===== config.mk =====
export PLATFORM = sky130hd
export DESIGN_NAME = inv_addkey_mixcol_stage_flat
export DESIGN_NICKNAME = d
export VERILOG_FILES = /design/src/rtl/inv_addkey_mixcol_stage_if.sv /design/src/rtl/inv_addkey_mixcol_stage.sv /design/src/flat_wrapper.sv
export SDC_FILE = /design/constraint.sdc
export NUM_CORES = 1
export LEC_CHECK = 0
export BUFFER_PORTS_ARGS = -buffer_cell sky130_fd_sc_hd__buf_4
export CORE_MARGIN = 2
export CORE_UTILIZATION = 58
export DETAILED_ROUTE_END_ITERATION = 8
export GPL_TIMING_DRIVEN = 1
export PLACE_DENSITY = 0.82
export SKIP_LAST_GASP = 1
export SLEW_MARGIN = 10
export SYNTH_ARGS = -nofsm -noshare
export SYNTH_HDL_FRONTEND = slang
export SYNTH_SLANG_ARGS = --single-unit

===== constraint.sdc =====
create_clock -name clk -period 3.4 [get_ports clk]
set_input_delay 0.34 -clock clk [delete_from_list [all_inputs] [get_ports clk]]
set_output_delay 0.34 -clock clk [all_outputs]
set_load 0.05 [all_outputs]

===== src/rtl/inv_addkey_mixcol_stage_if.sv =====
// inv_addkey_mixcol_stage_if: upstream (in_*, key_idx) and downstream (out_*) handshake bundle; slave = stage, master = environment
interface inv_addkey_mixcol_stage_if #(parameter int KIDX_W = 4);
  logic              in_valid;
  logic              in_ready;
  logic [127:0]      in_data;
  logic [127:0]      in_key;
  logic [KIDX_W-1:0] key_idx;
  logic              out_valid;
  logic              out_ready;
  logic [127:0]      out_data;
  logic              out_last;
  modport master (output in_valid, in_data, in_key, out_ready,
                  input  in_ready, key_idx, out_valid, out_data, out_last);
  modport slave  (input  in_valid, in_data, in_key, out_ready,
                  output in_ready, key_idx, out_valid, out_data, out_last);
endinterface


===== src/rtl/inv_addkey_mixcol_stage.sv =====
// inv_addkey_mixcol_stage: AES decrypt round back-end (AddRoundKey + InvMixColumns, bypass at round 0), round counter, 2-entry skid; ports clk, rst, bus (slave)
module inv_addkey_mixcol_stage #(
  parameter int NR     = 10,
  parameter int KIDX_W = 4
) (
  input logic clk,
  input logic rst,
  inv_addkey_mixcol_stage_if.slave bus
);
  function automatic logic [7:0] xt(input logic [7:0] a);
    return {a[6:0], 1'b0} ^ (a[7] ? 8'h1b : 8'h00);
  endfunction
  function automatic logic [31:0] inv_col(input logic [31:0] c);
    logic [7:0] a [4];
    logic [7:0] x2 [4];
    logic [7:0] x4 [4];
    logic [7:0] x8 [4];
    logic [31:0] r;
    r = '0;
    for (int i = 0; i < 4; i++) begin
      a[i]  = c[31-8*i -: 8];
      x2[i] = xt(a[i]);
      x4[i] = xt(x2[i]);
      x8[i] = xt(x4[i]);
    end
    // byte i takes 0e from a[i], 0b from a[i+1], 0d from a[i+2], 09 from a[i+3]
    for (int i = 0; i < 4; i++)
      r[31-8*i -: 8] = (x8[i] ^ x4[i] ^ x2[i])
                     ^ (x8[(i+1)&3] ^ x2[(i+1)&3] ^ a[(i+1)&3])
                     ^ (x8[(i+2)&3] ^ x4[(i+2)&3] ^ a[(i+2)&3])
                     ^ (x8[(i+3)&3] ^ a[(i+3)&3]);
    return r;
  endfunction
  logic [KIDX_W-1:0] cnt;
  logic              m_v, m_l, s_v, s_l;
  logic [127:0]      m_d, s_d, x, y;
  logic              a, d, nl;
  assign a = bus.in_valid & bus.in_ready;
  assign d = m_v & bus.out_ready;
  assign nl = cnt == '0;
  always_comb begin
    x = bus.in_data ^ bus.in_key;
    y = x;
    for (int c = 0; c < 4; c++)
      y[127-32*c -: 32] = nl ? x[127-32*c -: 32] : inv_col(x[127-32*c -: 32]);
  end
  always_ff @(posedge clk) begin
    if (rst) begin
      cnt <= KIDX_W'(NR-1);
      m_v <= 1'b0;
      m_d <= '0;
      m_l <= 1'b0;
      s_v <= 1'b0;
      s_d <= '0;
      s_l <= 1'b0;
    end else begin
      if (a) cnt <= nl ? KIDX_W'(NR-1) : cnt - 1'b1;
      if (!m_v || d) begin
        if (s_v) begin
          m_v <= 1'b1;
          m_d <= s_d;
          m_l <= s_l;
          s_v <= 1'b0;
        end else begin
          m_v <= a;
          if (a) begin
            m_d <= y;
            m_l <= nl;
          end
        end
      end else if (a) begin
        s_v <= 1'b1;
        s_d <= y;
        s_l <= nl;
      end
    end
  end
  assign bus.in_ready  = !s_v;
  assign bus.key_idx   = cnt;
  assign bus.out_valid = m_v;
  assign bus.out_data  = m_d;
  assign bus.out_last  = m_l;
endmodule

===== src/flat_wrapper.sv =====
// flat-port wrapper written by rule: the top's interface ports become plain ports
module inv_addkey_mixcol_stage_flat 
#(
  parameter int NR     = 10,
  parameter int KIDX_W = 4
)
  (clk, rst, bus_in_valid, bus_in_data, bus_in_key, bus_out_ready, bus_in_ready, bus_key_idx, bus_out_valid, bus_out_data, bus_out_last);
  inv_addkey_mixcol_stage_if #(.KIDX_W(KIDX_W)) bus_i ();
  input logic clk;
  input logic rst;
  input wire logic [$bits(bus_i.in_valid)-1:0] bus_in_valid;
  input wire logic [$bits(bus_i.in_data)-1:0] bus_in_data;
  input wire logic [$bits(bus_i.in_key)-1:0] bus_in_key;
  input wire logic [$bits(bus_i.out_ready)-1:0] bus_out_ready;
  output wire logic [$bits(bus_i.in_ready)-1:0] bus_in_ready;
  output wire logic [$bits(bus_i.key_idx)-1:0] bus_key_idx;
  output wire logic [$bits(bus_i.out_valid)-1:0] bus_out_valid;
  output wire logic [$bits(bus_i.out_data)-1:0] bus_out_data;
  output wire logic [$bits(bus_i.out_last)-1:0] bus_out_last;
  assign bus_i.in_valid = bus_in_valid;
  assign bus_i.in_data = bus_in_data;
  assign bus_i.in_key = bus_in_key;
  assign bus_i.out_ready = bus_out_ready;
  assign bus_in_ready = bus_i.in_ready;
  assign bus_key_idx = bus_i.key_idx;
  assign bus_out_valid = bus_i.out_valid;
  assign bus_out_data = bus_i.out_data;
  assign bus_out_last = bus_i.out_last;
  inv_addkey_mixcol_stage #(.NR(NR), .KIDX_W(KIDX_W)) u_core (.clk(clk), .rst(rst), .bus(bus_i));
endmodule

==> impl_results.md <==
- Status: finished, final reports clean
- Worst slew pin tran: 923 ps
- GRT Util Overall: 34.6%
- Placed cell areas: 0.0270 sq mm
- Initial DRC count: 1706
- CP Cell Sequence: buf_4 -> xor2_1 -> buf_4 -> xnor2_1 -> xnor3_1 -> xnor2_1 -> xnor3_1 -> o21ai_0 -> a21oi_1
- Max-capacitance violation count: 0
- Yosys warns: 0
- FF-to-FF setup slack: 1080 ps
- Clock Tree Root: clkbuf_16
- CTS tree: built
- Crit-path max cell delay: 550 ps
- Max FO, Critical Path: 5
- Slowest-stage cell, CP: xnor2_1
- Number of library cell types mapped by synthesis: 38
- End of the worst register-to-register path: u_core.bus.out_data[23]
- Layout Cells excl Fill: 3257
- Die span in x: 203 microns
- GRT overflow: 0
- Critical Path Start Type: input pin
- Clock Path Buffers: 3
- Commonest non-fill, non-tap cells in the layout: buf_4 (504), xnor2_1 (419), a21oi_1 (372), dfxtp_1 (263), xnor3_1 (212)
- Initial antenna violation count: 3
- Avg WL per Cell: 22.2 microns
- Hold EP: u_core.s_v
- Vias: 19.2k
- Share of layout cells above drive strength 1: 23.4%
- First-pass GRT wire length: 111000 microns
- Final instance area: 0.0279 sq mm
- Routed WL: 72300 microns
- Hold Crit Depth: 3
- TNS Setup: 0 ps
- # DRC: 0
- Reg2Reg Launch Point: u_core.bus.key_idx[3]
- CP required: 3820 ps
- Nets: 2979
- Setup CP Type: in2reg
- Core area: 0.0388 sq mm
- Port Buffers: 394
- Final hold viol count: 0
- Period minus WS final: 2520 ps
- Skew final: 13.5 ps
- Post-CTS Hold Fix Bufs: 0
- Tcrit/Tclk final: 74.0%
- #FFs+latches synth: 264
- Largest net degree at the start of global routing: 136
- Final WS setup: 884 ps
- Max-slew headroom: 38.0%
- DIE AREA: 0.0410 sq mm
- I/O pin count: 395
- Pre-CTS setup slack: 366 ps
- GPL Wtd Cong: 0.966
- Antenna Nets Post-Route: 0
- Setup Buffers After CTS: 0
- Slew Limit Fails: 0
- Crit-path leading delay family: XOR/XNOR gates
- R2R depth: 5
- Die height: 203 microns
- Worst-path clk slew: 60 ps
- CP Capture Type: flop
- Sinks on Clock Net: 264
- Synth-to-layout area growth: 22.2%
- Commonest non-fill, non-tap cell in the layout: buf_4
- Post-CTS sizing: 0
- Mapped Area: 0.0229 sq mm
- CTS buffer count: 28
- Power Dens Cells: 875 mW/mm^2
- # setup viols final: 0
- Antenna Cells: 0
- DP HPWL: 53200 microns
- RSZ-0062 raised after global routing: no
- CP arrival: 2930 ps
- Worst IR Drop VDD: 584 uV
- Placement Rows: 72
- Total Power: 24500 uW
- Seq/Total Area, Yosys: 23.1%
- Mapped Cells: 2325
- Dpl cells: 3207
- DR pass1 iterations: 7
- Sum of buffers and inverters on the critical path: 2
- Leakage power total: 0.0128 uW
- H-tree Lvls: 1
- Clk_lat worst skew: 580 ps
- Fmax: 398 MHz
- HP Class: in2reg
- Vias in the first global route: 19.3k
- HP Start: bus_in_valid
- Post-Syn Area per Cell: 9.84 sq um
- Starting Density: 58.9%
- Via-to-Cell Ratio: 5.89
- Syn Nets: 2585
[cells by family after synthesis]
| logic type | Yosys count | share of synthesized area [%] |
|---|---|---|
| flops | 264 | 23.1 |
| mux | 64 | 2.80 |
| compound gates | 691 | 16.7 |
| buf+inv | 152 | 2.51 |
| xor+xnor | 828 | 49.0 |
| simple gates | 326 | 5.84 |
[flip-flops by register name (all words and copies together), names as in the netlist]
| register | count |
|---|---|
| u_core.bus.key_idx | 4 |
| u_core.bus.out_data | 128 |
| u_core.bus.out_last | 1 |
| u_core.bus.out_valid | 1 |
| u_core.s_d | 128 |
| u_core.s_l | 1 |
| u_core.s_v | 1 |
[worst max-delay path by stage]
stage                                          to  cells past startpoint  slack, ps      startpoint
after floorplan           u_core.bus.out_data[49]                      7        870  bus_in_key[62]
final                              u_core.s_d[52]                      9        880  bus_in_key[44]
after CTS                          u_core.s_d[52]                      9        950  bus_in_key[44]
after global routing               u_core.s_d[52]                      9        740  bus_in_key[45]
after detailed placement           u_core.s_d[52]                      9        370  bus_in_key[44]
after global placement     u_core.bus.out_data[3]                      8        360  bus_in_key[21]
[where the power goes]
part | total (uW) | switching (uW) | internal [uW]
registers | 4310 | 515 | 3790
logic | 17000 | 8810 | 8150
clock network | 3180 | 1330 | 1850
total | 24500 | 10700 | 13800
[routing by layer]
metal	part of all wire (%)	wire (microns)	track usage [%]	vias up
li1	-	-	-	8825
met5	0.047	34	0	-
met1	40	29000	45.5	9297
met2	48	34600	58.2	895
met4	4.0	2930	12.4	6
met3	7.9	5730	5.28	164
[worst min-delay path, stage by stage]
cell and delay (ps):
buf_4 120, nor2_1 80, nor3_1 130
[layout make-up]
class,count,area [sq um]
clock buffers,43,878
fillers,2974,10900
clock inverters,7,73.8
repair buffers,514,3980
multi-input cells,1909,17100
well taps,518,648
inverters,2,10.0
flip-flops and latches,264,5290
[synth_stat cells (all sizes together)]
| master | number | share of area (%) |
|---|---|---|
| mux2i | 64 | 2.8 |
| or2 | 2 | 0.055 |
| and2 | 31 | 0.85 |
| o311ai | 1 | 0.038 |
| a211oi | 45 | 1.5 |
| o21a | 3 | 0.098 |
| a21o | 1 | 0.033 |
| clkbuf | 133 | 2.2 |
| nor2b | 2 | 0.055 |
| o21ai | 176 | 3.9 |
| inv | 1 | 0.016 |
| nand3 | 7 | 0.15 |
| xor3 | 22 | 2.3 |
| o211ai | 38 | 1.2 |
| clkinv | 1 | 0.016 |
| a21oi | 372 | 8.1 |
| nand2b | 2 | 0.055 |
| a31oi | 14 | 0.38 |
| xnor2 | 468 | 20 |
| a211o | 26 | 1.0 |
| xnor3 | 216 | 21 |
| nor3 | 6 | 0.13 |
| nand2 | 205 | 3.4 |
| buf | 17 | 0.30 |
| nor4 | 1 | 0.027 |
| o22ai | 1 | 0.027 |
| dfxtp | 264 | 23 |
| xor2 | 122 | 5.3 |
| a22oi | 14 | 0.46 |
| nor2 | 70 | 1.1 |
[through the flow]
| stage | hold slack [ps] | util [%] |
|---|---|---|
| after detailed placement | 446 | 69.5 |
| after global routing | 164 | 72.0 |
| final | 146 | 72.0 |
| after global placement | 440 | 69.5 |
| after CTS | 138 | 72.0 |
| after floorplan | 432 | - |
Power figures use the tool's default switching activity.
